## src/rtl/vga_pixel_output.sv

```systemverilog
// vga_pixel_output: VGA raster timing generator and DAC pin driver.
// Produces pixelX/pixelY for the drawing pipeline, takes the objects mux
// colour back PIPE_DELAY cycles later and drives sync, blanking and the
// 4-bit RGB channels, all aligned to the same pin cycle.
// Optional feature: define VGA_TEST_PATTERN_EN to replace RGBIn with an
// internally generated 8-bar colour pattern (same latency).
module vga_pixel_output #(
  parameter int unsigned H_ACTIVE   = 640,
  parameter int unsigned H_FP       = 16,
  parameter int unsigned H_SYNC     = 96,
  parameter int unsigned H_BP       = 48,
  parameter int unsigned V_ACTIVE   = 480,
  parameter int unsigned V_FP       = 10,
  parameter int unsigned V_SYNC     = 2,
  parameter int unsigned V_BP       = 33,
  parameter int unsigned PIPE_DELAY = 1
) (
  input  logic        clk,
  input  logic        resetN,
  input  logic [7:0]  RGBIn,
  output logic [10:0] pixelX,
  output logic [10:0] pixelY,
  output logic        startOfFrame,
  output logic        hSync,
  output logic        vSync,
  output logic        blankN,
  output logic [3:0]  red,
  output logic [3:0]  green,
  output logic [3:0]  blue
);

  localparam int unsigned H_TOTAL = H_ACTIVE + H_FP + H_SYNC + H_BP;
  localparam int unsigned V_TOTAL = V_ACTIVE + V_FP + V_SYNC + V_BP;

  localparam logic [10:0] H_LAST     = 11'(H_TOTAL - 1);
  localparam logic [10:0] V_LAST     = 11'(V_TOTAL - 1);
  localparam logic [10:0] H_ACT_END  = 11'(H_ACTIVE);
  localparam logic [10:0] V_ACT_END  = 11'(V_ACTIVE);
  localparam logic [10:0] HS_START   = 11'(H_ACTIVE + H_FP);
  localparam logic [10:0] HS_END     = 11'(H_ACTIVE + H_FP + H_SYNC);
  localparam logic [10:0] VS_START   = 11'(V_ACTIVE + V_FP);
  localparam logic [10:0] VS_END     = 11'(V_ACTIVE + V_FP + V_SYNC);

  typedef struct packed {
    logic act;
    logic hs;
    logic vs;
  } align_t;

  localparam align_t ALIGN_IDLE = '{act: 1'b0, hs: 1'b1, vs: 1'b1};

  logic [10:0] hCount;
  logic [10:0] vCount;
  logic        active0;
  logic        hs0;
  logic        vs0;
  align_t      alignPipe [PIPE_DELAY];
  align_t      alignOut;
  logic [7:0]  colourSel;
  logic [7:0]  rgbReg;

  assign pixelX = hCount;
  assign pixelY = vCount;

  // Raster counters and frame-start strobe; the strobe is registered on the
  // same edge that wraps both counters to (0,0).
  always_ff @(posedge clk) begin
    if (!resetN) begin
      hCount       <= '0;
      vCount       <= '0;
      startOfFrame <= 1'b0;
    end else begin
      startOfFrame <= (hCount == H_LAST) && (vCount == V_LAST);
      if (hCount == H_LAST) begin
        hCount <= '0;
        vCount <= (vCount == V_LAST) ? '0 : vCount + 11'd1;
      end else begin
        hCount <= hCount + 11'd1;
      end
    end
  end

  // Stage-0 decode of visible area and sync windows from the live counters.
  always_comb begin
    active0 = (hCount < H_ACT_END) && (vCount < V_ACT_END);
    hs0     = !((hCount >= HS_START) && (hCount < HS_END));
    vs0     = !((vCount >= VS_START) && (vCount < VS_END));
  end

  // Delay line matching the drawer/mux latency; reset fills it with idle
  // values so no partial sync pulse survives an abandoned frame.
  always_ff @(posedge clk) begin
    if (!resetN) begin
      for (int unsigned i = 0; i < PIPE_DELAY; i++) begin
        alignPipe[i] <= ALIGN_IDLE;
      end
    end else begin
      alignPipe[0] <= '{act: active0, hs: hs0, vs: vs0};
      for (int unsigned i = 1; i < PIPE_DELAY; i++) begin
        alignPipe[i] <= alignPipe[i-1];
      end
    end
  end

  assign alignOut = alignPipe[PIPE_DELAY-1];

`ifdef VGA_TEST_PATTERN_EN
  logic [7:0] bar0;
  logic [7:0] barPipe [PIPE_DELAY];
  logic [7:0] unusedRgbIn;

  assign unusedRgbIn = RGBIn;

  // Colour-bar value: one bar per 64 pixels, bits select R, G and B fields.
  always_comb begin
    bar0 = (hCount[8] ? 8'hE0 : 8'h00)
         | (hCount[7] ? 8'h1C : 8'h00)
         | (hCount[6] ? 8'h03 : 8'h00);
  end

  // Bar value travels alongside the decode so it lands on the same pixel.
  always_ff @(posedge clk) begin
    if (!resetN) begin
      for (int unsigned i = 0; i < PIPE_DELAY; i++) begin
        barPipe[i] <= '0;
      end
    end else begin
      barPipe[0] <= bar0;
      for (int unsigned i = 1; i < PIPE_DELAY; i++) begin
        barPipe[i] <= barPipe[i-1];
      end
    end
  end

  assign colourSel = barPipe[PIPE_DELAY-1];
`else
  assign colourSel = RGBIn;
`endif

  // Pin register: sync/blank from the delayed decode, colour forced to zero
  // outside the visible area.
  always_ff @(posedge clk) begin
    if (!resetN) begin
      hSync  <= 1'b1;
      vSync  <= 1'b1;
      blankN <= 1'b0;
      rgbReg <= '0;
    end else begin
      hSync  <= alignOut.hs;
      vSync  <= alignOut.vs;
      blankN <= alignOut.act;
      rgbReg <= alignOut.act ? colourSel : '0;
    end
  end

  // 3/3/2-bit colour widened to 4 bits by replicating the top bits.
  assign red   = {rgbReg[7:5], rgbReg[7]};
  assign green = {rgbReg[4:2], rgbReg[4]};
  assign blue  = {rgbReg[1:0], rgbReg[1:0]};

endmodule

```

## config.mk

```make
export PLATFORM = sky130hd
export DESIGN_NAME = vga_pixel_output
export DESIGN_NICKNAME = d
export VERILOG_FILES = /design/src/rtl/vga_pixel_output.sv
export SDC_FILE = /design/constraint.sdc
export NUM_CORES = 1
export LEC_CHECK = 0
export ABC_CLOCK_PERIOD_IN_PS = 1500
export BUFFER_PORTS_ARGS = -buffer_cell sky130_fd_sc_hd__buf_4
export CORE_MARGIN = 2
export CORE_UTILIZATION = 45
export CTS_BUF_LIST = sky130_fd_sc_hd__clkbuf_16
export CTS_CLUSTER_SIZE = 20
export DETAILED_ROUTE_END_ITERATION = 7
export GPL_ROUTABILITY_DRIVEN = 1
export PLACE_DENSITY = 0.8
export SLEW_MARGIN = 10
export SYNTH_ARGS = -nofsm -noshare
export SYNTH_HDL_FRONTEND = slang
export SYNTH_SLANG_ARGS = --single-unit
export TNS_END_PERCENT = 5
```

## constraint.sdc

```tcl
create_clock -name clk -period 1.5 [get_ports clk]
set_input_delay 0.15 -clock clk [delete_from_list [all_inputs] [get_ports clk]]
set_output_delay 0.15 -clock clk [all_outputs]
set_load 0.005 [all_outputs]
```

Word level (Yosys, flattened, before mapping)
Memory sizes are Yosys's and may differ from the RTL's.
Cells that the tools add are included.
{"block": "classes", "n_addsub": 2, "magnitude_cmp": 6, "n_eq_ne": 2, "mux": 5, "bitwise": 1, "reduce_logical": 9}
{"operator": "$add 11x1->11 const B", "count": 2}
{"operator": "$eq 11x10->1 const B", "count": 2}
{"operator": "$lt 11x10->1 const B", "count": 2}
{"operator": "$lt 11x9->1 const B", "count": 2}
{"operator": "$ge 11x10->1 const B", "count": 1}
{"operator": "$ge 11x9->1 const B", "count": 1}
{"operator": "$mux 11", "count": 1}
{"operator": "$logic_and 1x1->1", "count": 4}
{"operator": "$mux 1", "count": 3}
{"operator": "$mux 3", "count": 1}
{"operator": "$reduce_or 3->1", "count": 1}
{"operator": "$logic_not 1->1", "count": 2}
{"operator": "$reduce_and 2->1", "count": 1}
{"operator": "$reduce_or 2->1", "count": 1}
{"operator": "$not 1->1", "count": 1}
{"block": "word_totals", "register_bits": 34, "ram_bits": 3, "input_bits": 10, "output_inout_bits": 38, "elab_cells": 33, "mem_count": 1}
{"memory": "alignPipe", "depth": 1, "width": 3, "rd": 1, "rd_clocked_by_memory_dff": 0, "write_ports": 1, "line": "57", "rtl": "align_t alignPipe [PIPE_DELAY];"}

Longest topological paths before layout
{"block": "depth", "word_depth": 4, "mapped_depth": 7, "ltp_nobuf": 5}

Least setup slack after synthesis
OpenSTA, ideal clock, no wires.
{"block": "synth_path", "kind": "register to register", "from": "register hCount[0] (netlist: pixelX[0])", "to": "register vCount[7] (netlist: pixelY[7])", "setup_time_ps": 70, "arrival_time_ps": 1505, "required_time_ps": 1430, "slack_ps": -74, "path_stages_with_launch": 7, "n_path_buf": 1, "period_less_slack_ps": 1574, "path_cell_list": "dfxtp_1 ha_1 and4_2 buf_6 nand4_4 or3_1 a21oi_1"}
{"block": "synth_via", "elab_chain_cells": 1}
{"item": "start, declared", "line": "52", "rtl": "logic [10:0] hCount;"}
{"item": "start signal, assigned", "line": "78", "rtl": "hCount <= hCount + 11'd1;"}
{"item": "$eq 11x10->1", "line": "74", "rtl": "if (hCount == H_LAST) begin"}
{"item": "end signal, assigned", "line": "76", "rtl": "vCount <= (vCount == V_LAST) ? '0 : vCount + 11'd1;"}
{"item": "end, declared", "line": "53", "rtl": "logic [10:0] vCount;"}
Every way passes these cells.
A chain may end at the register's enable or synchronous reset.

Final worst setup path
{"block": "layout_path", "from": "register hCount[1] (netlist: pixelX[1])", "to": "register vCount[10] (netlist: pixelY[10])"}
The elaborated chain is that of the path after synthesis.

==> results.txt <==
The flow ran to the end, and the final reports show no timing, DRC or antenna violations. The number of diodes was 0; the standard cell area after detailed placement was 2030 um2. The run gives 5 as the CTS buffer count.

Beginning of the critical path: pixelX[1]. The tools report the remaining design rule violation count as 0. After synthesis, the mean cell area works out to 9.72 um2.

The routed layout has 1,360 vias. The tools report the synthesized area as 1530 um2. The floorplan step defined a die boundary enclosing 3870 um2.

Once layout is complete, the cells apart from fillers number 269. The tools report the register cell area after layout as 748 um2. Between clock sinks in the finished design, the worst skew comes to 4.55 ps.

The count of input and output buffers works out to 47. In this run, distinct cell masters in the synthesized netlist total 31. For the pin with the worst max-slew slack, the measured transition is 520 ps. Reported max-cap violation count: 0. TritonCTS built the clock tree. Termination of the worst setup path: pixelY[10].

The worst register-to-register path ends at pixelY[10]. Row generation in the floorplan step produced 21 rows. After detailed placement, the design holds a cell count of 260. Synthesis inferred 37 register bits. The part of the cycle the worst path needs was 0.961.

The count of nets left with antenna violations after detail routing came out at 0. The worst register-to-register path begins at pixelX[1]. Entering global routing, the biggest net connects 22 pins. The largest fanout on the critical path is 7, and the clock period minus final worst setup slack is 1440 ps.

For this run, the number of Yosys warnings is 0. The initial antenna violation count is 0, and the post-detailed-route via-to-cell ratio is 5.06. For the worst-case setup margin in the final layout, the log shows 58.3 ps.

The run gives 1650 ps as the worst endpoint data arrival time. The filler cells instantiated in the layout total 268. In this run the count of I/O pins placed on the die edge is 48. Total power for the finished layout comes to 2.09 mW. For the final routed database, the setup TNS stands at 0 ps.

The layout cell share with drive strength beyond 1 is 0.408, and the count of final max-slew check failures is 0. The required time at the endpoint of the critical path is 1710 ps. The number of cells on the worst reg-to-reg path is 5.

The leakage component of the power was 1.03 nW; the synthesized net count was 170. Clock net sink count: 37. The total number of nets in the final design was 235; the die outline width was 62.2 um. The worst slack after detailed placement was 32.6 ps; the wire length of the first global-routing pass was 5690 um.

For the max-slew headroom at the worst pin, the log shows 0.649. Setup repair after global routing could not meet its margin everywhere. The cell area after layout was 2200 um2; the setup-violating endpoint count in the final report was 0. Routability-driven placement finished with a final weighted congestion of 0.801.

The tools report the clock root buffer master as clkbuf_16. The multi-input combinational cells in the finished layout cover a total of 724 um2. The final layout contains routed wiring with a total length of 3370 um. The setup slack of the most critical reg-to-reg path was 60 ps; the number of hold violations in the final report was 0. The tools report the peak supply drop as 523 uV.

The clock latency reported for the late side of the worst-skew pair was 280 ps. Clock-pin slew was measured on the worst setup and hold paths at 60 ps. The achievable clock frequency is 0.694 GHz.

The logs give 69 for the number of DRC markers after the initial detailed-route iteration and 0.485 for the sequential cell area fraction in the yosys report. The worst hold path belongs to the class primary input to register. The number of global-route vias before repair came out at 1,281.

For the number of detailed-routing iterations run before antenna repair, the log shows 4. The area growth from synthesis to layout is 44.0%. The aggregate global routing overflow came out at 0. For the global router's overall resource usage, the log shows 0.183.

After detailed routing, the average wire length per cell comes to 12.5 um. The worst setup path is captured at a register. The cell count after synthesis came out at 157. For this design the ratio of total power to cell area is 951 nW/um2. The sum of net half-perimeters after detailed placement is 2450 um, and the cell count of the worst hold path is 2. STA classifies the critical path startpoint as a register. The effective utilization at floorplan was 0.465. The die is 62.2 um tall. The kind of critical path was register to register. The region available for standard cell placement spans 3280 um2.

In this run the deepest clock path goes through 2 buffers. The H-tree was split into 2 levels.
[worst min-delay path by stage]
stage / startpoint / endpoint
floorplan: RGBIn[0] / rgbReg[0]
global placement: RGBIn[4] / rgbReg[4]
detailed placement: RGBIn[3] / rgbReg[3]
CTS: RGBIn[3] / rgbReg[3]
global route: RGBIn[1] / rgbReg[1]
finish: RGBIn[3] / rgbReg[3]
[worst max-delay path, stage by stage, from the launching register on]
cell,delay [ps]
dfxtp_2,350
ha_4,140
and4_4,270
nand4_2,120
or3_1,360
a21oi_1,140
[placed cells by master, fill, tap and decap left out, types with 2 or more instances in the layout]
master | netlist | layout
dfxtp_2 | 0 | 3
buf_4 | 6 | 69
nand2_1 | 6 | 6
and3_1 | 13 | 13
xnor2_1 | 3 | 3
dfxtp_1 | 37 | 33
nand4_1 | 10 | 10
o21ai_0 | 6 | 5
a21oi_1 | 4 | 4
nand3_1 | 8 | 8
clkbuf_16 | 0 | 5
inv_1 | 3 | 4
and2_1 | 4 | 4
or3_1 | 4 | 4
and4bb_4 | 1 | 2
xor2_1 | 12 | 12
nor2_1 | 18 | 18
nand2b_1 | 2 | 2
clkinv_2 | 0 | 2
[kinds of logic after synthesis]
| kind of cell | count (synthesis) | share of synthesized area |
|---|---|---|
| AND/OR/NAND/NOR | 77 | 0.305 |
| buffers and inverters | 14 | 0.0598 |
| multiplexers | 1 | 0.00656 |
| adder cells (fa/ha/maj) | 3 | 0.0246 |
| XOR/XNOR | 15 | 0.0861 |
| flip-flops | 37 | 0.485 |
| AO/OA/AOI/OAI | 10 | 0.0328 |
[through the flow]
step | util | hold slack [ps]
CTS | 0.661 | 106
finish | 0.669 | 109
detailed placement | 0.618 | 393
floorplan | - | 309
global placement | 0.618 | 391
global route | 0.669 | 105
[flip-flops by register name (all words and copies together) (netlist names)]
name          cells
alignPipe         3
blankN            1
hSync             1
pixelX           11
pixelY           11
rgbReg            8
startOfFrame      1
vSync             1
[cell usage after synthesis]
master	n	area (um2)
mux2i_1	1	10.0
and4_1	1	8.76
ha_1	3	37.5
nor4b_1	1	8.76
inv_1	3	11.3
and4_2	2	20.0
nand2b_1	2	12.5
dfxtp_1	37	741
nor4_1	1	6.26
xor2_1	12	105
nand4_4	1	21.3
o21ai_0	6	30.0
a21oi_1	4	20.0
nand4_1	10	62.6
or3_2	1	7.51
and4bb_4	1	16.3
nand3_1	8	40.0
buf_4	6	45.0
nor2_1	18	67.6
xnor2_1	3	26.3
nor3_1	1	5.00
nand4_2	1	12.5
or3_1	4	25.0
and3_1	13	81.3
clkbuf_1	2	7.51
and2_1	4	25.0
buf_6	2	22.5
nor4bb_1	1	10.0
buf_2	1	5.00
and4bb_2	1	12.5
nand2_1	6	22.5
[report_power, final]
part	internal, mW	leakage [nW]	switching, mW
clock	0.602	0.0748	0.372
combinational	0.0635	0.656	0.0395
sequential	1.00	0.303	0.0116
total	1.67	1.03	0.423
[area by class of cell]
class / count / share of cell area
flip-flops and latches: 37 / 0.340
multi-input cells: 106 / 0.330
repair buffers: 69 / 0.236
clock buffers: 5 / 0.0569
well taps: 46 / 0.0262
clock inverters: 3 / 0.00626
inverters: 3 / 0.00512
[metal layers]
layer	share of wire	wire length, um	GRT usage	up-vias
met5	0	0	0	-
met4	0.019	63	0.0639	0
met3	0.063	212	0.0652	6
met2	0.46	1560	0.302	55
met1	0.46	1530	0.221	622
li1	-	-	-	677
[repair_timing]
item | 4_1_cts | 5_1_grt
endpoints found under the setup margin | 0 | 11
setup buffers | 0 | 1
gates resized for setup | 0 | 8
hold buffers | 0 | 0
(Power assumes the default switching activity.)
